## config.mk

```make
export PLATFORM = sky130hd
export DESIGN_NAME = lsu_stage
export DESIGN_NICKNAME = d
export VERILOG_FILES = /design/src/rtl/lsu_stage_pkg.sv /design/src/rtl/lsu_align.sv /design/src/rtl/lsu_stage.sv
export SDC_FILE = /design/constraint.sdc
export NUM_CORES = 1
export LEC_CHECK = 0
export ABC_CLOCK_PERIOD_IN_PS = 5450
export CORE_MARGIN = 4
export CORE_UTILIZATION = 40
export DETAILED_ROUTE_END_ITERATION = 10
export HOLD_SLACK_MARGIN = 0.02
export MAX_ROUTING_LAYER = met4
export PLACE_DENSITY = 0.78
export SETUP_SLACK_MARGIN = 0.2
export SLEW_MARGIN = 25
export SYNTH_ARGS = -nofsm -noshare
export SYNTH_HDL_FRONTEND = slang
export SYNTH_SLANG_ARGS = --single-unit
export TNS_END_PERCENT = 30
```

## constraint.sdc

```tcl
create_clock -name clk -period 5.45 [get_ports clk]
set_input_delay 1.09 -clock clk [delete_from_list [all_inputs] [get_ports clk]]
set_output_delay 1.09 -clock clk [all_outputs]
set_load 0.005 [all_outputs]
```

## src/rtl/lsu_stage_pkg.sv

```systemverilog
`default_nettype none
// ============================================================================
//  Module   : lsu_stage_pkg
//  Purpose  : Shared types and constants for the load/store stage: FSM state
//             encoding, RISC-V load/store funct3 codes, and the bit positions
//             of the execute-stage payload and write-back bundle fields.
//  Revision : 1.0 - initial release
// ============================================================================
package lsu_stage_pkg;

    typedef enum logic [2:0] {
        S_IDLE     = 3'd0,
        S_CAPTURE  = 3'd1,
        S_REQ      = 3'd2,
        S_WAIT_RSP = 3'd3,
        S_OUT      = 3'd4
    } lsu_state_t;

    // Loads and stores share funct3 encodings; each set is used by its own path
    localparam logic [2:0] LB  = 3'b000;
    localparam logic [2:0] LH  = 3'b001;
    localparam logic [2:0] LW  = 3'b010;
    localparam logic [2:0] LBU = 3'b100;
    localparam logic [2:0] LHU = 3'b101;
    localparam logic [2:0] SB  = 3'b000;
    localparam logic [2:0] SH  = 3'b001;
    localparam logic [2:0] SW  = 3'b010;

    localparam int EXU_W          = 109;
    localparam int EXU_ADDR_LSB   = 77;
    localparam int EXU_RS2_LSB    = 45;
    localparam int EXU_MEM_REN    = 44;
    localparam int EXU_MEM_WEN    = 43;
    localparam int EXU_F3_LSB     = 40;
    localparam int EXU_RD_LSB     = 35;
    localparam int EXU_REG_WEN    = 34;
    localparam int EXU_WB_SEL_LSB = 32;
    localparam int EXU_CSR_LSB    = 0;

    localparam int LSU_W          = 105;
    localparam int LSU_ADDR_LSB   = 73;
    localparam int LSU_LOAD_LSB   = 41;
    localparam int LSU_CSR_LSB    = 9;
    localparam int LSU_RD_LSB     = 4;
    localparam int LSU_REG_WEN    = 3;
    localparam int LSU_WB_SEL_LSB = 1;
    localparam int LSU_ERR        = 0;

    // Decoded execute-stage payload
    typedef struct packed {
        logic [31:0] addr;
        logic [31:0] rs2;
        logic        ren;
        logic        wen;
        logic [2:0]  funct3;
        logic [4:0]  rd;
        logic        reg_wen;
        logic [1:0]  wb_sel;
        logic [31:0] csr;
    } exu_pkt_t;

endpackage : lsu_stage_pkg
`default_nettype wire

```

## src/rtl/lsu_align.sv

```systemverilog
`default_nettype none
// ============================================================================
//  Module   : lsu_align
//  Purpose  : Combinational byte-lane logic for the load/store stage.
//  Ports    : addr_lo_i  - address bits [1:0]
//             funct3_i   - access size / signedness
//             ren_i      - load access
//             wen_i      - store access (dominates ren_i)
//             rs2_i      - raw store data
//             rdata_i    - raw read word from memory
//             wdata_o    - lane-shifted store data
//             wmask_o    - byte enables (0 unless storing)
//             load_o     - extracted and extended load value
//             misalign_o - access crosses its natural alignment
//  Revision : 1.0 - initial release
// ============================================================================
module lsu_align
    import lsu_stage_pkg::*;
(
    input  logic [1:0]  addr_lo_i,
    input  logic [2:0]  funct3_i,
    input  logic        ren_i,
    input  logic        wen_i,
    input  logic [31:0] rs2_i,
    input  logic [31:0] rdata_i,
    output logic [31:0] wdata_o,
    output logic [3:0]  wmask_o,
    output logic [31:0] load_o,
    output logic        misalign_o
);

    logic [4:0]  shift;
    logic [31:0] lane;

    assign shift = {addr_lo_i, 3'b000};
    assign lane  = rdata_i >> shift;

    always_comb begin
        wdata_o = '0;
        wmask_o = '0;
        if (wen_i) begin
            case (funct3_i)
                SB: begin
                    wmask_o = 4'b0001 << addr_lo_i;
                    wdata_o = rs2_i << shift;
                end
                SH: begin
                    wmask_o = 4'b0011 << addr_lo_i;
                    wdata_o = rs2_i << shift;
                end
                SW: begin
                    wmask_o = 4'b1111;
                    wdata_o = rs2_i;
                end
                // Undefined store sizes behave as a word store
                default: begin
                    wmask_o = 4'b1111;
                    wdata_o = rs2_i;
                end
            endcase
        end
    end

    always_comb begin
        case (funct3_i)
            LB:      load_o = {{24{lane[7]}}, lane[7:0]};
            LH:      load_o = {{16{lane[15]}}, lane[15:0]};
            LBU:     load_o = {24'h0, lane[7:0]};
            LHU:     load_o = {16'h0, lane[15:0]};
            LW:      load_o = lane;
            // Undefined load sizes behave as lw (lane == rdata when aligned)
            default: load_o = lane;
        endcase
    end

    always_comb begin
        misalign_o = 1'b0;
        if (wen_i) begin
            case (funct3_i)
                SB:      misalign_o = 1'b0;
                SH:      misalign_o = addr_lo_i[0];
                default: misalign_o = |addr_lo_i;
            endcase
        end else if (ren_i) begin
            case (funct3_i)
                LB, LBU: misalign_o = 1'b0;
                LH, LHU: misalign_o = addr_lo_i[0];
                default: misalign_o = |addr_lo_i;
            endcase
        end
    end

endmodule : lsu_align
`default_nettype wire

```

## src/rtl/lsu_stage.sv

```systemverilog
`default_nettype none
// ============================================================================
//  Module   : lsu_stage
//  Purpose  : Load/store stage of the multi-cycle core. Accepts one
//             instruction from execute, performs at most one data-memory
//             access, and hands a packed bundle to write-back.
//  Ports    : clk, rst (async, active-low)
//             exu_valid/exu_data/lsu_ready      - execute-side handshake
//             lsu_valid/lsu_data/wbu_ready      - write-back handshake
//             mem_req_valid/mem_req_ready       - memory request handshake
//             mem_addr/mem_wen/mem_wdata/mem_wmask - request fields
//             mem_rsp_valid/mem_rdata           - memory response
//  Revision : 1.0 - initial release
// ============================================================================
module lsu_stage
    import lsu_stage_pkg::*;
#(
    parameter int WIDTH   = 32,
    parameter int TIMEOUT = 255
) (
    input  logic               clk,
    input  logic               rst,
    input  logic               exu_valid,
    input  logic [EXU_W-1:0]   exu_data,
    output logic               lsu_ready,
    output logic               lsu_valid,
    output logic [LSU_W-1:0]   lsu_data,
    input  logic               wbu_ready,
    output logic               mem_req_valid,
    input  logic               mem_req_ready,
    output logic [WIDTH-1:0]   mem_addr,
    output logic               mem_wen,
    output logic [WIDTH-1:0]   mem_wdata,
    output logic [3:0]         mem_wmask,
    input  logic               mem_rsp_valid,
    input  logic [WIDTH-1:0]   mem_rdata
);

    localparam int              CNT_W    = $clog2(TIMEOUT + 1);
    localparam logic [CNT_W-1:0] CNT_LAST = CNT_W'(TIMEOUT - 1);

    lsu_state_t       state_q, state_d;
    exu_pkt_t         pkt_q, pkt_d, pkt_in, pkt_sel;
    logic [31:0]      load_q, load_d;
    logic             err_q, err_d;
    logic [CNT_W-1:0] cnt_q, cnt_d;

    logic [31:0] al_wdata, al_load;
    logic [3:0]  al_wmask;
    logic        al_misalign;

    always_comb begin
        pkt_in.addr    = exu_data[EXU_ADDR_LSB +: 32];
        pkt_in.rs2     = exu_data[EXU_RS2_LSB +: 32];
        pkt_in.ren     = exu_data[EXU_MEM_REN];
        pkt_in.wen     = exu_data[EXU_MEM_WEN];
        pkt_in.funct3  = exu_data[EXU_F3_LSB +: 3];
        pkt_in.rd      = exu_data[EXU_RD_LSB +: 5];
        pkt_in.reg_wen = exu_data[EXU_REG_WEN];
        pkt_in.wb_sel  = exu_data[EXU_WB_SEL_LSB +: 2];
        pkt_in.csr     = exu_data[EXU_CSR_LSB +: 32];
    end

    // Misalignment must be known while the payload is still on exu_data;
    // afterwards the aligner works from the latched copy.
    assign pkt_sel = (state_q == S_CAPTURE) ? pkt_in : pkt_q;

    lsu_align u_align (
        .addr_lo_i  (pkt_sel.addr[1:0]),
        .funct3_i   (pkt_sel.funct3),
        .ren_i      (pkt_sel.ren),
        .wen_i      (pkt_sel.wen),
        .rs2_i      (pkt_sel.rs2),
        .rdata_i    (mem_rdata),
        .wdata_o    (al_wdata),
        .wmask_o    (al_wmask),
        .load_o     (al_load),
        .misalign_o (al_misalign)
    );

    always_ff @(posedge clk or negedge rst) begin
        if (!rst) begin
            state_q <= S_IDLE;
            pkt_q   <= '0;
            load_q  <= '0;
            err_q   <= 1'b0;
            cnt_q   <= '0;
        end else begin
            state_q <= state_d;
            pkt_q   <= pkt_d;
            load_q  <= load_d;
            err_q   <= err_d;
            cnt_q   <= cnt_d;
        end
    end

    always_comb begin
        state_d = state_q;
        pkt_d   = pkt_q;
        load_d  = load_q;
        err_d   = err_q;
        cnt_d   = cnt_q;
        case (state_q)
            S_IDLE: begin
                if (exu_valid) state_d = S_CAPTURE;
            end
            S_CAPTURE: begin
                pkt_d  = pkt_in;
                load_d = '0;
                err_d  = 1'b0;
                if (al_misalign) begin
                    err_d   = 1'b1;
                    state_d = S_OUT;
                end else if (pkt_in.ren || pkt_in.wen) begin
                    state_d = S_REQ;
                end else begin
                    state_d = S_OUT;
                end
            end
            S_REQ: begin
                if (mem_req_ready) begin
                    cnt_d   = '0;
                    state_d = S_WAIT_RSP;
                end
            end
            S_WAIT_RSP: begin
                // A response in the final counted cycle still wins
                if (mem_rsp_valid) begin
                    load_d  = pkt_q.wen ? 32'h0 : al_load;
                    state_d = S_OUT;
                end else if (cnt_q == CNT_LAST) begin
                    load_d  = '0;
                    err_d   = 1'b1;
                    state_d = S_OUT;
                end else begin
                    cnt_d = cnt_q + CNT_W'(1);
                end
            end
            S_OUT: begin
                if (wbu_ready) state_d = S_IDLE;
            end
            default: state_d = S_IDLE;
        endcase
    end

    assign lsu_ready     = (state_q == S_IDLE);
    assign lsu_valid     = (state_q == S_OUT);
    assign mem_req_valid = (state_q == S_REQ);
    assign mem_addr      = {pkt_q.addr[31:2], 2'b00};
    assign mem_wen       = pkt_q.wen;
    assign mem_wdata     = al_wdata;
    assign mem_wmask     = al_wmask;

    assign lsu_data = {pkt_q.addr, load_q, pkt_q.csr, pkt_q.rd,
                       pkt_q.reg_wen, pkt_q.wb_sel, err_q};

endmodule : lsu_stage
`default_nettype wire

```

==> results of run 1 <==
-- kinds of logic after synthesis --
kind of cell | after synthesis | share of synthesized area [%]
other cells | 1 | 0.0464
xor+xnor | 7 | 0.758
mux | 42 | 5.74
flops | 152 | 47.0
compound gates | 147 | 11.8
fa+ha+maj | 2 | 0.309
buf+inv | 182 | 14.0
simple gates | 400 | 20.4
-- cells in the mapped netlist, types with 5 or more instances --
| master | count |
|---|---|
| a21o_1 | 9 |
| o21ai_1 | 12 |
| a21oi_1 | 34 |
| a31oi_1 | 6 |
| inv_1 | 24 |
| o21ai_0 | 29 |
| nor2_1 | 41 |
| o21a_1 | 5 |
| mux2i_1 | 37 |
| clkbuf_1 | 24 |
| nand3_1 | 19 |
| o221ai_1 | 7 |
| dfrtp_1 | 152 |
| buf_4 | 111 |
| buf_2 | 18 |
| o211ai_1 | 22 |
| nand2_1 | 306 |
| xnor2_1 | 6 |
-- worst min-delay path, cell delays in order, from the launching register on --
cell	delay [ns]
dfrtp_1	0.34
nand2_1	0.05
nand2_1	0.06
-- where the power goes --
group | total (uW) | switching, uW | internal [uW]
Combinational | 3740 | 1880 | 1870
Clock | 1380 | 505 | 877
Sequential | 1940 | 334 | 1610
-- metrics by stage --
stage | hold WS, ns | power (uW) | setup slack, ns | cells
5_1_grt | 0.487 | 7540 | 0.503 | 1410
3_5_place_dp | 0.462 | 5690 | 0.813 | 1378
4_1_cts | 0.477 | 7100 | 0.738 | 1410
6_report | 0.473 | 7070 | 0.752 | 1410
3_3_place_gp | 0.455 | 5620 | 0.844 | 1378
2_1_floorplan | 0.440 | 4170 | 2.23 | 934
-- per-layer routing --
metal | vias up | routed length (um)
li1 | 3379 | -
met1 | 3426 | 10400
met2 | 355 | 12500
met3 | 41 | 2370
met4 | 0 | 706
met5 | - | 0
-- cell type report --
type,instances,area [sq um]
fillers,1737,8220
flip-flops and latches,152,3800
repair buffers,335,3320
multi-input cells,600,3190
clock buffers,18,439
well taps,265,332
clock inverters,14,245
inverters,26,97.6
-- path summary, 6_finish.rpt --
kind	to	startpoint	slack, ns	cells past startpoint
worst min-delay path	lsu_data[12]	lsu_data[12]	0.47	2
min in group asynchronous	load_q[3]	rst	0.67	1
worst max register to register	load_q[20]	state_q[0]	1.78	6
worst min register to register	lsu_data[12]	lsu_data[12]	0.47	2
max in group asynchronous	lsu_data[14]	rst	3.74	2
worst max-delay path	mem_wdata[31]	state_q[0]	0.75	8
-- registers in the layout, summed over array words and instances (netlist names) --
register and flops:
err_q 1, lsu_data 72, load_q 32, state_q 3, cnt_q 8, mem_wen 1, pkt_q 35
==> metrics.log, run 1 <==
INFO  metric clock-root-buffer = clkbuf_16
INFO  metric mostFrequentLayoutCell = clkdlybuf4s50_1
INFO  metric post_synth_main_area_contributors = dfrtp_1 (47%), nand2_1 (14%), buf_4 (10%)
INFO  metric worst_slew_pin_slew = 0.707 ns
INFO  metric fin_skew = 0.0108 ns
INFO  metric design.die.area = 22600 sq um
INFO  metric crit_buf_inv = 3
INFO  metric postLayoutCellArea = between 10000 and 15000 sq um
INFO  metric tritoncts.num_buffers = 17
INFO  metric die-height = 150 um
INFO  metric max-vdd-ir-drop = 0.402 mV
INFO  metric postSynthRegisterBits = 152
INFO  metric globalplace.congestion = 0.925
INFO  metric wl_per_cell = 18.4 um
INFO  metric globalRoute.busiestLayer = met2
INFO  metric cts_num_sinks = 152
INFO  metric yosys.area.top_type = dfrtp_1
INFO  metric number_of_buffers_between_clock_root_and_the_deepest_sink = 2
INFO  metric route.detailed.vias_per_inst = approximately 5
INFO  metric floorplan.initialDensity = 41.2%
INFO  metric slowest_stage = nor3b_4
INFO  metric area_delta_synth_final = 41.3%
INFO  metric detail_route.drc_violations = 0
INFO  metric final_core_utilization = 58.2%
INFO  metric crit_required = 4.36 ns
INFO  metric worstSetupStartpointType = register
INFO  metric max_cap_violations = 0
INFO  metric grt-ovfl-total = 0
INFO  metric num_ports = 324
INFO  metric final_min_period_over_clock_period = 86.2%
INFO  metric layout_common_cells = clkdlybuf4s50_1 (320), nand2_1 (306), dfrtp_1 (152)
INFO  metric yosys_most_used_dff = dfrtp_1
INFO  metric clkTransAtPathRegs = 0.06 ns
INFO  metric timing.critical_path.to_type = output pin
INFO  metric cts.repair_timing.setup_buffer_count = 0
INFO  metric setup_repair_after_global_routing_missed_its_margin = no
INFO  metric coreArea = between 15000 and 20000 sq um
INFO  metric power.density = around 620 nW/um^2
INFO  metric yosysWarningCount = 0
INFO  metric global_route.usage.met2 = 37.2%
INFO  metric final-setup-viol-count = 0
INFO  metric num_vias = 7201
INFO  metric cts_tree = done
INFO  metric outcome = complete, no violations
INFO  metric first_pass_grt_wire_length = 39800 um
INFO  metric synthCells = 933
INFO  metric synthesis.area_per_instance = just under 9 sq um
INFO  metric criticalPathCategory = reg -> out
INFO  metric dr.first_iter.drc_count = 429
INFO  metric fmaxAchievable = 0.213 GHz
INFO  metric standard_cell_area_after_detailed_placement = 10700 sq um
INFO  metric width_of_the_die = between 150 and 200 um
INFO  metric final_hold_viol_count = 0
INFO  metric drt_wl_total = 26000 um
INFO  metric leakagePower = 0.00515 uW
INFO  metric finish.net_count = 1281
INFO  metric max_fanout_on_critical_path = 22
INFO  metric final.min_clock_period = 4.70 ns
INFO  metric via_count_of_the_first_global_routing_pass = just over 7000
INFO  metric postRouteAntennaNets = 0
INFO  metric num_rows = 51
INFO  metric grt_usage = 23.2%
INFO  metric ys_async_sr_fraction = 100%
INFO  metric post_cts.resized_instances = 0
INFO  metric met1_layer_usage_reported_by_global_route = ~29%
INFO  metric post_route_cells_drive_above_1_share = 5.85%
INFO  metric synth-edff-count = 0
INFO  metric synth_largest_type_area_fraction = between 40% and 50%
INFO  metric critical-path-top-delay-family = simple AND/OR/NAND/NOR gates
INFO  metric detailed_placement_wirelength_estimate = between 15000 and 20000 um
INFO  metric drt_pass1_iterations = 5
INFO  metric postCtsHoldBufs = 0
INFO  metric synth-seq-area-share = between 40% and 50%
INFO  metric numPortBuffers = 321
INFO  metric cts-htree-levels = 4
INFO  metric worstPathCellList = nor3b_4 > mux2i_4 > inv_2 > o21ai_2 > nand2_2 > inv_1 > a221o_1 > clkdlybuf4s50_1
INFO  metric critical-path-max-stage-delay = roughly 0.63 ns
INFO  metric antenna_found_initial = 0
INFO  metric timing.max_slew.rel_slack = between 50% and 60%
INFO  metric insertedDiodeCount = 0
INFO  metric worst_ep_arrival_time = 3.61 ns
INFO  metric grt_max_degree = 67
INFO  metric worst_hold_path_type = reg -> reg
INFO  metric final-max-slew-violation-count = 0
INFO  metric setup-tns-final = 0 ns
INFO  metric clkLatencyLatePin = 0.43 ns
INFO  metric synth_cell_type_count = 62
INFO  metric post_synth_instance_area = 8090 sq um
INFO  metric grtUsageMet3 = 6.17%
(Power assumes the default switching activity.)
==> inputs of run 2 (changes only) <==
GPL_ROUTABILITY_DRIVEN = 0   (was unset)
REMOVE_ABC_BUFFERS = 1   (was unset)
==> metrics.log, run 2 (synthesized netlist as in run 1, its figures left out) <==
INFO  metric timing.critical_path.to_type = output pin (unchanged)
INFO  metric totalPowerFinal = 6920 uW (was 7070 uW)
INFO  metric finish.net_count = 1281 (unchanged)
INFO  metric multi_input_area = 3190 sq um (about the same)
INFO  metric via_count_of_the_first_global_routing_pass = 7205 (was 7220)
INFO  metric design.die.area = 22600 sq um (unchanged)
INFO  metric num_ports = 324 (unchanged)
INFO  metric insertedDiodeCount = 0 (unchanged)
INFO  metric postRouteAntennaNets = 0 (unchanged)
INFO  metric num_vias = 7133 (was 7201)
INFO  metric tritoncts.num_buffers = 17 (unchanged)
INFO  metric clkLatencyLatePin = 0.43 ns (about the same)
INFO  metric postCtsHoldBufs = 0 (unchanged)
INFO  metric route.detailed.vias_per_inst = 5.06 (was 5.11)
INFO  metric standard_cell_area_after_detailed_placement = 10800 sq um (was 10700 sq um)
INFO  metric coreArea = 19700 sq um (unchanged)
INFO  metric final.min_clock_period = 4.81 ns (was 4.70 ns)
INFO  metric power.density = 609 nW/um^2 (was 619 nW/um^2)
INFO  metric slowest_stage = nor3b_4 (unchanged)
INFO  metric pre_cts_setup_slack = 0.677 ns (was 0.813 ns)
INFO  metric final_core_utilization = 57.8% (was 58.2%)
INFO  metric die-height = 150 um (unchanged)
INFO  metric number_of_buffers_between_clock_root_and_the_deepest_sink = 2 (unchanged)
INFO  metric max-vdd-ir-drop = 0.308 mV (was 0.402 mV)
INFO  metric numPortBuffers = 321 (unchanged)
INFO  metric worst_ep_arrival_time = 3.72 ns (was 3.61 ns)
INFO  metric drt_pass1_iterations = 5 (unchanged)
INFO  metric leakagePower = 0.00512 uW (was 0.00515 uW)
INFO  metric antenna_found_initial = 0 (unchanged)
INFO  metric grt-ovfl-total = 0 (unchanged)
INFO  metric detailed_placement_wirelength_estimate = 19200 um (was 19100 um)
INFO  metric max_fanout_on_critical_path = 12 (was 22)
INFO  metric timing.max_slew.rel_slack = 38.0% (was 52.8%)
INFO  metric max_cap_violations = 0 (unchanged)
INFO  metric floorplan.initialDensity = 41.2% (unchanged)
INFO  metric mostFrequentLayoutCell = clkdlybuf4s50_1 (unchanged)
INFO  metric final_min_period_over_clock_period = 88.3% (was 86.2%)
INFO  metric cts_tree = done (unchanged)
INFO  metric wl_per_cell = 18.3 um (was 18.4 um)
INFO  metric largest_register_ff_count = 72 (unchanged)
INFO  metric first_pass_grt_wire_length = 39300 um (was 39800 um)
INFO  metric critical-path-max-stage-delay = 0.78 ns (was 0.63 ns)
INFO  metric postLayoutCellArea = 11400 sq um (about the same)
INFO  metric detail_route.drc_violations = 0 (unchanged)
INFO  metric finalWorstSetupSlack = 0.639 ns (was 0.752 ns)
INFO  metric worst_hold_path_type = in -> async (was reg -> reg)
INFO  metric outcome = complete, no violations (unchanged)
INFO  metric post_route_cells_drive_above_1_share = 5.76% (was 5.85%)
INFO  metric cts_num_sinks = 152 (unchanged)
INFO  metric crit_required = 4.36 ns (about the same)
INFO  metric cts.repair_timing.setup_buffer_count = 0 (unchanged)
INFO  metric area_delta_synth_final = 40.4% (was 41.3%)
INFO  metric grt_max_degree = 78 (was 67)
INFO  metric fin_skew = 0.0133 ns (was 0.0108 ns)
INFO  metric clkTransAtPathRegs = 0.07 ns (was 0.06 ns)
INFO  metric fmaxAchievable = 0.208 GHz (was 0.213 GHz)
INFO  metric final-max-slew-violation-count = 0 (unchanged)
INFO  metric worstSetupStartpointType = register (unchanged)
INFO  metric post_cts.resized_instances = 0 (unchanged)
INFO  metric cts-htree-levels = 4 (unchanged)
INFO  metric grt_usage = 22.9% (was 23.2%)
INFO  metric fill_cells = 1705 (was 1737)
INFO  metric clock-root-buffer = clkbuf_16 (unchanged)
INFO  metric layout_common_cells = clkdlybuf4s50_1 (320), nand2_1 (306), dfrtp_1 (152) (unchanged)
INFO  metric worst_slew_pin_slew = 0.930 ns (was 0.707 ns)
INFO  metric drt_wl_total = 25900 um (was 26000 um)
INFO  metric setup_repair_after_global_routing_missed_its_margin = no (unchanged)
INFO  metric worstPathCellList = nor3b_4 > mux2i_4 > inv_2 > o21ai_2 > nand2_2 > inv_1 > a221o_1 > clkdlybuf4s50_1 (unchanged)
INFO  metric sequential_cell_area = 3800 sq um (unchanged)
INFO  metric criticalPathCategory = reg -> out (unchanged)
INFO  metric final-setup-viol-count = 0 (unchanged)
INFO  metric num_rows = 51 (unchanged)
INFO  metric final_hold_viol_count = 0 (unchanged)
INFO  metric dr.first_iter.drc_count = 467 (was 429)
INFO  metric width_of_the_die = 150 um (unchanged)
[run 2: layout make-up]
cell class	instances	area share (%)
Timing Repair Buffer	335	29.4
Sequential cell	152	33.5
Clock inverter	15	1.55
Inverter	26	0.859
Clock buffer	17	3.74
Multi-Input combinational cell	600	28.1
Tap cell	265	2.92
[run 2: final timing paths]
check | end | cells after the start | from | slack (ns)
setup / recovery | mem_wdata[31] | 8 | state_q[0] | 0.64
hold / removal | pkt_q[52] | 1 | rst | 0.45
min in group clk | lsu_data[9] | 2 | lsu_data[9] | 0.47
max in group asynchronous | lsu_data[103] | 2 | rst | 3.90
hold reg to reg | lsu_data[9] | 2 | lsu_data[9] | 0.47
setup reg to reg | load_q[20] | 6 | state_q[0] | 2.49
[run 2: routing by layer]
metal	routed length [um]	track usage, %	up-vias
li1	-	-	3386
met4	518	6.04	0
met5	0	-	-
met1	10300	27.1	3391
met3	2390	7.62	42
met2	12600	37.9	314
[run 2: per-stage QoR]
stage          cells  setup TNS [ns]  hold slack (ns)
2_1_floorplan    778          -47.71            0.440
3_3_place_gp    1378               0            0.457
3_5_place_dp    1378               0            0.462
4_1_cts         1410               0            0.431
5_1_grt         1410               0            0.434
6_report        1410               0            0.451
[run 2: critical path: cells and delay by family (launching register included)]
family | cells | cell delay [ns]
AND/OR/NAND/NOR | 2 | 1.06
buffers and inverters | 3 | 0.71
AO/OA/AOI/OAI | 2 | 0.62
flip-flops | 1 | 0.53
multiplexers | 1 | 0.36
[run 2: power by group]
| part | internal (uW) | switching [uW] |
|---|---|---|
| logic | 1880 | 1880 |
| registers | 1610 | 320 |
| clock network | 694 | 534 |
